File: src/rtl/syncfifo_flags.sv
// Single-clock FIFO with arbitrary depth, occupancy counter, programmable almost-full/empty
// thresholds, overflow/underflow pulses and selectable registered or FWFT read port.
module syncfifo_flags #(
    parameter int unsigned DT_WIDTH   = 8,
    parameter int unsigned F_DEPTH    = 16,
    parameter int unsigned FADD_WIDTH = $clog2(F_DEPTH),
    parameter int unsigned CNT_WIDTH  = $clog2(F_DEPTH + 1),
    parameter int unsigned AF_THRESH  = F_DEPTH - 2,
    parameter int unsigned AE_THRESH  = 2,
    parameter int unsigned FWFT       = 0
) (
    input  logic                 clk,
    input  logic                 rst,
    input  logic                 wrt_en,
    input  logic [DT_WIDTH-1:0]  wrt_dt,
    input  logic                 rd_en,
    output logic [DT_WIDTH-1:0]  rd_dt,
    output logic                 rd_vld,
    output logic                 f_empty,
    output logic                 f_full,
    output logic                 f_afull,
    output logic                 f_aempty,
    output logic [CNT_WIDTH-1:0] f_count,
    output logic                 ovf,
    output logic                 udf
);

    logic [DT_WIDTH-1:0]   mem [F_DEPTH];
    logic [FADD_WIDTH-1:0] wrt_pntr;
    logic [FADD_WIDTH-1:0] rd_pntr;
    logic                  rd_acc;
    logic                  wr_acc;

    // Explicit wrap so non-power-of-2 depths never index past the last entry.
    function automatic logic [FADD_WIDTH-1:0] bump(input logic [FADD_WIDTH-1:0] p);
        return (p == FADD_WIDTH'(F_DEPTH - 1)) ? '0 : p + 1'b1;
    endfunction

    always_comb begin
        f_empty  = (f_count == '0);
        f_full   = (f_count == CNT_WIDTH'(F_DEPTH));
        f_afull  = (f_count >= CNT_WIDTH'(AF_THRESH));
        f_aempty = (f_count <= CNT_WIDTH'(AE_THRESH));
        rd_acc   = rd_en & ~f_empty;
        wr_acc   = wrt_en & (~f_full | rd_acc);
    end

    always_ff @(posedge clk) begin
        if (rst) begin
            wrt_pntr <= '0;
            rd_pntr  <= '0;
            f_count  <= '0;
            ovf      <= 1'b0;
            udf      <= 1'b0;
        end else begin
            if (wr_acc) wrt_pntr <= bump(wrt_pntr);
            if (rd_acc) rd_pntr  <= bump(rd_pntr);
            case ({wr_acc, rd_acc})
                2'b10:   f_count <= f_count + CNT_WIDTH'(1);
                2'b01:   f_count <= f_count - CNT_WIDTH'(1);
                default: f_count <= f_count;
            endcase
            ovf <= wrt_en & ~wr_acc;
            udf <= rd_en & ~rd_acc;
        end
    end

    always_ff @(posedge clk) begin
        if (!rst && wr_acc) mem[wrt_pntr] <= wrt_dt;
    end

    if (FWFT == 0) begin : g_reg_read
        logic [DT_WIDTH-1:0] dt_q;
        logic                vld_q;

        always_ff @(posedge clk) begin
            if (rst) begin
                dt_q  <= '0;
                vld_q <= 1'b0;
            end else begin
                vld_q <= rd_acc;
                if (rd_acc) dt_q <= mem[rd_pntr];
            end
        end

        assign rd_dt  = dt_q;
        assign rd_vld = vld_q;
    end else begin : g_fwft_read
        assign rd_dt  = mem[rd_pntr];
        assign rd_vld = ~f_empty;
    end

endmodule

File: config.mk
export PLATFORM = sky130hd
export DESIGN_NAME = syncfifo_flags
export DESIGN_NICKNAME = d
export VERILOG_FILES = /design/src/rtl/syncfifo_flags.sv
export SDC_FILE = /design/constraint.sdc
export NUM_CORES = 1
export LEC_CHECK = 0
export ABC_AREA = 1
export BUFFER_PORTS_ARGS = -buffer_cell sky130_fd_sc_hd__buf_2
export CAP_MARGIN = 20
export CELL_PAD_IN_SITES_DETAIL_PLACEMENT = 1
export CELL_PAD_IN_SITES_GLOBAL_PLACEMENT = 2
export CORE_UTILIZATION = 29
export DETAILED_ROUTE_END_ITERATION = 6
export PLACE_DENSITY = 0.58
export SLEW_MARGIN = 20
export SYNTH_ARGS = -nofsm -noshare
export SYNTH_HDL_FRONTEND = slang
export SYNTH_SLANG_ARGS = --single-unit
File: constraint.sdc
create_clock -name clk -period 5.5 [get_ports clk]
set_input_delay 0 -clock clk [delete_from_list [all_inputs] [get_ports clk]]
set_output_delay 0 -clock clk [all_outputs]
set_load 0.05 [all_outputs]
# Yosys cells after proc, flatten, opt, wreduce, memory -nomap -nowiden
# Memories as Yosys holds them, arrays and structs flattened. A register that Yosys moved wholly into a read port is not among the register bits.
# Index checks and enable logic that the tools add are counted.
[op_classes]
n_addsub = 4
magnitude_cmp = 2
eq_ne = 5
mux = 5
n_bitwise = 9
n_reduce_logical = 4
[op_table]
columns = ["operator", "n"]
rows = [
  ["$pmux W5 S2", 1],
  ["$add A4 B1 Y4 const B", 2],
  ["$eq A4 B4 Y1 const B", 2],
  ["$mux W4", 2],
  ["$add A5 B1 Y5 const B", 1],
  ["$eq A5 B5 Y1 const B", 1],
  ["$ge A5 B4 Y1 const B", 1],
  ["$le A5 B2 Y1 const B", 1],
  ["$logic_not A5 Y1", 1],
  ["$sub A5 B1 Y5 const B", 1],
  ["$and A1 B1 Y1", 4],
  ["$not A1 Y1", 4],
  ["$eq A2 B1 Y1 const B", 1],
  ["$eq A2 B2 Y1 const B", 1],
  ["$mux W1", 2],
  ["$reduce_bool A2 Y1", 1],
  ["$logic_and A1 B1 Y1", 1],
  ["$logic_not A1 Y1", 1],
  ["$or A1 B1 Y1", 1],
]
[word_totals]
reg_bits = 16
mem_bits_rw = 128
inputBits = 12
output_inout_bits = 20
n_memories = 1
[memory_table]
columns = ["name", "depth", "width", "rd", "rd_clocked_by_memory_dff", "write_ports", "line", "rtl"]
rows = [
  ["mem", 16, 8, 1, 1, 1, "28", "logic [DT_WIDTH-1:0] mem [F_DEPTH];"],
]

# Depth between registers and ports, before layout
# Gate-level depths: netlist of run 1.
[logic_depth]
depth_word = 8
depth_mapped = 13
mapped_depth_nobuf = 13

# Worst setup path after synthesis of run 1
# No wires, ideal clock.
[synth_path]
path_kind = "register to output"
start = "register f_count[1]"
end = "output port f_aempty"
arrival_ns = 3.070
required_ns = 5.500
setup_slack_ns = 2.430
stages_incl_launch_ff = 2
path_buffers = 0
cell_sequence = "dfxtp_1 a2111oi_0"
[synth_between]
elab_chain_len = 1
[synth_rtl]
columns = ["element", "line", "rtl"]
rows = [
  ["from (decl)", "23", "output logic [CNT_WIDTH-1:0] f_count,"],
  ["from (signal assigned)", "59", "2'b10: f_count <= f_count + CNT_WIDTH'(1);"],
  ["from (signal assigned)", "60", "2'b01: f_count <= f_count - CNT_WIDTH'(1);"],
  ["from (signal assigned)", "61", "default: f_count <= f_count;"],
  ["$le A5 B2 Y1", "43", "f_aempty = (f_count <= CNT_WIDTH'(AE_THRESH));"],
  ["to (decl)", "22", "output logic f_aempty,"],
]
# Every way passes these cells.

# Worst setup path after layout of run 1
[layout_path]
start = "register f_count[1]"
end = "memory mem[4][5], enable pin"
[layout_between]
elab_chain_len = 8
[layout_rtl]
columns = ["element", "line", "rtl"]
rows = [
  ["$logic_not A5 Y1", "40", "f_empty = (f_count == '0);"],
  ["$not A1 Y1", "44", "rd_acc = rd_en & ~f_empty;"],
  ["$and A1 B1 Y1", "44", ""],
  ["$or A1 B1 Y1 *", "45", "wr_acc = wrt_en & (~f_full | rd_acc);"],
  ["$and A1 B1 Y1 *", "45", ""],
  ["$logic_and A1 B1 Y1 *", "69", "if (!rst && wr_acc) mem[wrt_pntr] <= wrt_dt;"],
  ["$mux W1 *", "69", ""],
  ["$mux W1 (not written as such) *", "69", ""],
  ["to (decl)", "28", ""],
]
# Every way passes the cells marked *; elsewhere a longest branch is shown, timed or not.

==> impl_metrics.toml, run 1 <==
[detailed_routing]
drt_pass1_iterations = 4
wl_per_cell_um = 19.15
vias = 4199
ant_nets = 0
drc = 0
drt_wl_total_um = 17060
drt_iter0_drc = 212
post_drt_via_cell_ratio = 4.713

[pwr]
clkPwrFrac_pct = 35.2
p_seq_share_pct = 39.5
combPwrFrac_pct = 25.2
p_switching_mw = 1.151
ir_worst_vdd_mv = 0.3052
power_density_mw_per_mm2 = 466.9
p_int_mw = 2.267
swShare_pct = 33.68
p_leak_nw = 2.664

[layout]
fill_cells = 2350
fin_nets = 624
fin_area_mm2 = 0.007321
antenna_cells = 0
area_delta_synth_final_pct = 15.93
drive_gt1_share_pct = 11.69
finish.utilization_pct = 34.61

[synthesis]
seq_area_frac_synth_pct = 68.48
synth_fp_nets = 595
ys_ff_latch = 152
synth.top_cell.area_share_pct = 60.87
synth_area_mm2 = 0.006315
syn-instance-count = 574
syn_avg_cell_area_um2 = 11.00
synth_edf_count = 128
synth-main-ff-cell = "edfxtp_1"
synthArstFlopShare_pct = 0
synth_cell_type_count = 28
yosysTopAreaCell = "edfxtp_1"
synth.area.top_cells = "edfxtp_1 (61%), dfxtp_1 (7.6%), nor2_1 (6.1%)"
yosysWarnings = 0
post-synth-top-count-cell = "edfxtp_1"
yosys-top-cells-count = "edfxtp_1 (128), nor2_1 (103), nand2_1 (93)"

[setup_path]
cp.arrival_ns = 2.38
end_kind = "register"
reg2reg_depth = 8
cp_max_fo = 8
startpoint = "f_count[1]"
cp.required_ns = 5.55
r2r-end = "mem[4][5]"
ff2ff_setup_slack_ns = 3.17
cp-endpoint = "mem[4][5]"
crit_type = "reg2reg"
rr_startpoint = "f_count[1]"
critPathLaunchType = "register"

[timing]
whs_ns = 0.006998
grt_setup_unrepaired = "false"
layout_min_cycle_time_ns = 2.328
clock.fmax_mhz = 429.5
slew_headroom_pct = 39.65
finClkSkew_ns = 0.01976
final.setup.tns_ns = 0
slew_viol_final = 0
min_period_over_period_pct = 42.33
tightest_slew_ns = 0.9041
hold_violations = 0
setup_viol = 0

[outcome]
status = "finished, final reports clean"

[global_route]
grt_pass1_wl_um = 26070
grt.total_usage_pct = 16.30
antenna_found_initial = 0
grt-ovfl-total = 0
grt_pass1_vias = 4478
grt_start_max_net_pins = 68

[floorplan]
die_area_mm2 = 0.02237
core_area_mm2 = 0.02115
initial_utilization_pct = 29.85
die_x_um = 149.6
num_io_pins = 32
fp-row-count = 53
die_h_um = 149.6

[clock_tree]
ctsResizeCount = 0
clock_path_buffers = 2
postCtsSetupBuffers = 0
cts-root-buf = "clkbuf_16"
cts_tree = "yes"
clk_pin_slew_ns = 0.06
clkSinkCount = 152
cts_made_buffers = 17
cts_hold_buf = 4
clk_latency_ns = 0.43
h-tree-depth = 4

[min_path]
hold_path_class = "in2reg"
holdPathStages = 1

[placement]
globalplace.congestion = 0.7535
post-dp-hpwl_um = 11350
port_buffers = 31
place_area_mm2 = 0.006669

[run]
cap_viol_max_count = 0
## critical path, cell delays in order, from the launching register on
cell     delay (ns)
dfxtp_1        0.43
nor2_1         0.11
nand3_1        0.12
inv_2          0.06
nand2_1        0.07
nand2_1        0.17
nor2_4         0.16
nand2_1        0.23
nor2_1         0.62
## routing by layer
layer | vias to the layer above | part of all wire (%) | GRT usage [%]
met5 | - | 0 | 0
li1 | 2048 | - | -
met2 | 46 | 49 | 26.92
met1 | 2097 | 47 | 21.43
met3 | 8 | 2.4 | 3.232
met4 | 0 | 0.70 | 5.051
## how the worst min path moves through the flow
| stage | from | slack [ns] | to |
|---|---|---|---|
| 3_5_place_dp | rst | 0.32 | rd_pntr[0] |
| 4_1_cts | wrt_dt[6] | 0.02 | mem[4][6] |
| 5_1_grt | wrt_dt[0] | 0.02 | mem[4][0] |
| 3_3_place_gp | rst | 0.32 | wrt_pntr[0] |
| 2_1_floorplan | wrt_dt[0] | 0.1 | mem[0][0] |
| 6_report | wrt_dt[0] | 0.007 | mem[2][0] |
## cell families after synthesis
| family | Yosys count | share of synthesized area [%] |
|---|---|---|
| AO/OA/AOI/OAI | 92 | 7.351 |
| adder cells (fa/ha/maj) | 9 | 1.902 |
| buffers and inverters | 50 | 3.983 |
| AND/OR/NAND/NOR | 266 | 17.59 |
| flip-flops | 152 | 68.48 |
| XOR/XNOR | 5 | 0.6934 |
## placed cells by master (no fill, tap or decap), types with 2 or more instances in the layout
master,count
edfxtp_1,128
nor2_1,103
nand2_1,93
nand3_1,61
o21ai_0,49
buf_2,31
a21oi_1,27
dfxtp_1,23
clkbuf_16,17
inv_1,16
o21ai_1,15
ha_1,8
clkinv_1,5
xor2_1,4
bufinv_16,4
dlygate4sd3_1,4
inv_2,3
clkinv_2,3
clkinvlp_4,3
buf_4,3
nand3b_1,2
nor3_1,2
clkinv_4,2
## registers in the layout (all words and copies together) (netlist names)
name / count
rd_dt: 8
rd_vld: 1
mem: 128
f_count: 5
wrt_pntr: 4
ovf: 1
udf: 1
rd_pntr: 4
## stage by stage
step | std cells | total power, mW | setup WS (ns)
floorplan | 574 | 2.001 | 2.430
detailed placement | 855 | 2.248 | 3.150
global route | 891 | 3.586 | 2.956
CTS | 891 | 3.467 | 3.115
finish | 891 | 3.418 | 3.172
global placement | 855 | 2.241 | 3.221
## power groups by stage
stage	sequential (mW)	clock, mW	combinational (mW)
after CTS	1.35	1.24	0.880
after floorplan	1.48	0	0.521
after detailed placement	1.38	0	0.873
after global placement	1.37	0	0.868
final	1.35	1.20	0.863
after global routing	1.36	1.28	0.952
## layout make-up
cell class | count | area (µm²) | area share [%]
Tap cell | 275 | 344.1 | 4.700
Clock inverter | 14 | 181.4 | 2.478
Sequential cell | 152 | 4325 | 59.08
Inverter | 22 | 83.83 | 1.145
Multi-Input combinational cell | 372 | 1739 | 23.76
Timing Repair Buffer | 38 | 217.7 | 2.974
Clock buffer | 18 | 429.2 | 5.862
Power figures use the tool's default switching activity.
==> run 2, diff against run 1 <==
--- a/config.mk
+++ b/config.mk
@@ -12,7 +12,7 @@
 export CELL_PAD_IN_SITES_GLOBAL_PLACEMENT = 2
 export CORE_UTILIZATION = 29
 export DETAILED_ROUTE_END_ITERATION = 6
-export PLACE_DENSITY = 0.58
+export PLACE_DENSITY = 0.61
 export SLEW_MARGIN = 20
 export SYNTH_ARGS = -nofsm -noshare
 export SYNTH_HDL_FRONTEND = slang
==> constraint.sdc (replaced) <==
create_clock -name clk -period 1.96 [get_ports clk]
set_input_delay 0 -clock clk [delete_from_list [all_inputs] [get_ports clk]]
set_output_delay 0 -clock clk [all_outputs]
set_load 0.05 [all_outputs]
==> run 2 against run 1 <==
Maximum frequency grew 30%. Total power grew to 2.7 times the previous value. Cell count grew 4.4%. Sequential power grew to 2.8 times the previous value. Clock power grew 140%. Register-to-register slack lost 3.0 ns. Hold slack gained 0.0016 ns. Via count grew 4.1%.
==> impl_metrics.toml, run 2 (synthesis gave the netlist of run 1 again) <==
[floorplan]
num_io_pins = 32
die_x_um = 149.6
fp-row-count = 53
die_h_um = 149.6
core_area_mm2 = 0.02115
die_area_mm2 = 0.02237
initial_utilization_pct = 29.85

[layout]
layoutNonFillerInstCount = 930
fin_area_mm2 = 0.007747
finish.utilization_pct = 36.62
fin_nets = 663
antenna_cells = 0
largest_register = "mem"
area_delta_synth_final_pct = 22.69
final_common_cell = "edfxtp_1"
final_cell_mix = "edfxtp_1 (128), nand2_1 (93), nor2_1 (89)"
drive_gt1_share_pct = 20.31
fill_cells = 2314
largest_register_ff_count = 128

[detailed_routing]
drt_iter0_drc = 190
drc = 0
drt_wl_total_um = 16790
vias = 4371
post_drt_via_cell_ratio = 4.700
ant_nets = 0
drt_pass1_iterations = 4
wl_per_cell_um = 18.05

[setup_path]
cpPeakStageDelay_ns = 0.40
critPathLaunchType = "register"
ff2ff_setup_slack_ns = 0.18
critPathBufInv = 2
cp_top_family = "simple AND/OR/NAND/NOR gates"
reg2reg_depth = 12
worstPathCellList = "inv_1 -> nand3_2 -> nand2_4 -> inv_2 -> nand2_2 -> fa_1 -> nand3b_1 -> nand3_1 -> nand2_1 -> nand3_1 -> nand2_1 -> nor2_1"
cp.arrival_ns = 2.14
cp.required_ns = 2.32
slowest_stage = "fa_1"
end_kind = "register"
r2r-end = "f_count[4]"
startpoint = "f_count[4]"
rr_startpoint = "f_count[4]"
crit_type = "reg2reg"
cp_max_fo = 6

[outcome]
status = "finished, final reports clean"

[global_route]
grt_pass1_vias = 4608
grt_pass1_wl_um = 25940
grt.total_usage_pct = 16.20
antenna_found_initial = 0
grt_start_max_net_pins = 37
grt-ovfl-total = 0

[clock_tree]
h-tree-depth = 4
clkSinkCount = 152
clock_path_buffers = 2
cts-root-buf = "clkbuf_16"
cts_tree = "yes"
postCtsSetupBuffers = 0
clk_latency_ns = 0.42
cts_made_buffers = 17
clk_pin_slew_ns = 0.06

[placement]
globalplace.congestion = 0.7538
post-dp-hpwl_um = 11560
port_buffers = 31
place_inst = 891
place_area_mm2 = 0.007117

[timing]
slew_headroom_pct = 52.35
finClkSkew_ns = 0.007809
hold_violations = 0
min_period_over_period_pct = 91.04
tightest_slew_ns = 0.7121
layout_min_cycle_time_ns = 1.784
setup_viol = 0
clock.fmax_mhz = 560.4
slew_viol_final = 0

[pwr]
ir_worst_vdd_mv = 0.7232
power_density_mw_per_mm2 = 1199
p_leak_nw = 2.832

[min_path]
hold_end = "mem[4][5]"
hold_path_class = "in2reg"
holdPathStages = 1
hp-start = "wrt_dt[5]"

[run]
cap_viol_max_count = 0
==> run 2: cell types whose count changed in the layout (fill, tap and decap cells not counted), moves of 4 or more <==
cell	delta
buf_4	+26
nor2_1	-14
nor2_2	+13
buf_12	+10
dfxtp_1	-5
bufinv_16	-4
clkinvlp_4	+4
==> run 2: layer usage <==
metal	track usage [%]	routed length, µm	share of wire [%]
met1	19.63	7271	43
met2	28.59	8864	53
met3	2.866	435	2.6
met4	5.918	220	1.3
met5	0	0	0
==> run 2: final cells by class <==
class | count | area [µm²] | area share (%)
Clock buffer | 20 | 446.7 | 5.765
Multi-Input combinational cell | 372 | 1814 | 23.42
Tap cell | 275 | 344.1 | 4.441
Sequential cell | 152 | 4337 | 55.98
Inverter | 22 | 82.58 | 1.066
Clock inverter | 12 | 80.08 | 1.034
Timing Repair Buffer | 77 | 643.1 | 8.301
==> run 2: per-stage QoR <==
stage | hold slack, ns | power [mW] | TNS, ns | setup slack, ns
floorplan | 0.09887 | 5.649 | -5.123 | -0.1606
global placement | 0.3115 | 6.414 | 0 | 0.08374
detailed placement | 0.3221 | 6.440 | 0 | 0.01457
CTS | 0.0001701 | 9.381 | 0 | 0.0008333
global route | 0.006841 | 9.785 | -0.02240 | -0.02240
finish | 0.008633 | 9.290 | 0 | 0.1757
==> run 2: worst max path at each step <==
stage          cells past startpoint  slack (ns)         end
2_1_floorplan                      8       -0.16   mem[5][0]
3_3_place_gp                      13        0.08  f_count[4]
3_5_place_dp                      13        0.01  f_count[4]
4_1_cts                           13      0.0008  f_count[4]
5_1_grt                           12       -0.02  f_count[3]
6_report                          12        0.18  f_count[4]
==> run 2: worst register-to-register path, cell delays in order, from the launching register on <==
cell	delay (ns)
dfxtp_4	0.37
inv_1	0.07
nand3_2	0.11
nand2_4	0.06
inv_2	0.06
nand2_2	0.07
fa_1	0.40
nand3b_1	0.20
nand3_1	0.10
nand2_1	0.07
nand3_1	0.07
nand2_1	0.05
nor2_1	0.10
==> run 2: repair_timing <==
action	in CTS	in global routing
hold buffers	7	0
endpoints found under the setup margin	0	2
endpoints found under the hold margin	52	0
resized for setup	0	6
==> run 2: report_power, final <==
| group | internal [mW] | switching, mW |
|---|---|---|
| logic | 0.773 | 1.86 |
| registers | 3.66 | 0.0991 |
| clock network | 1.64 | 1.26 |
| total | 6.07 | 3.22 |
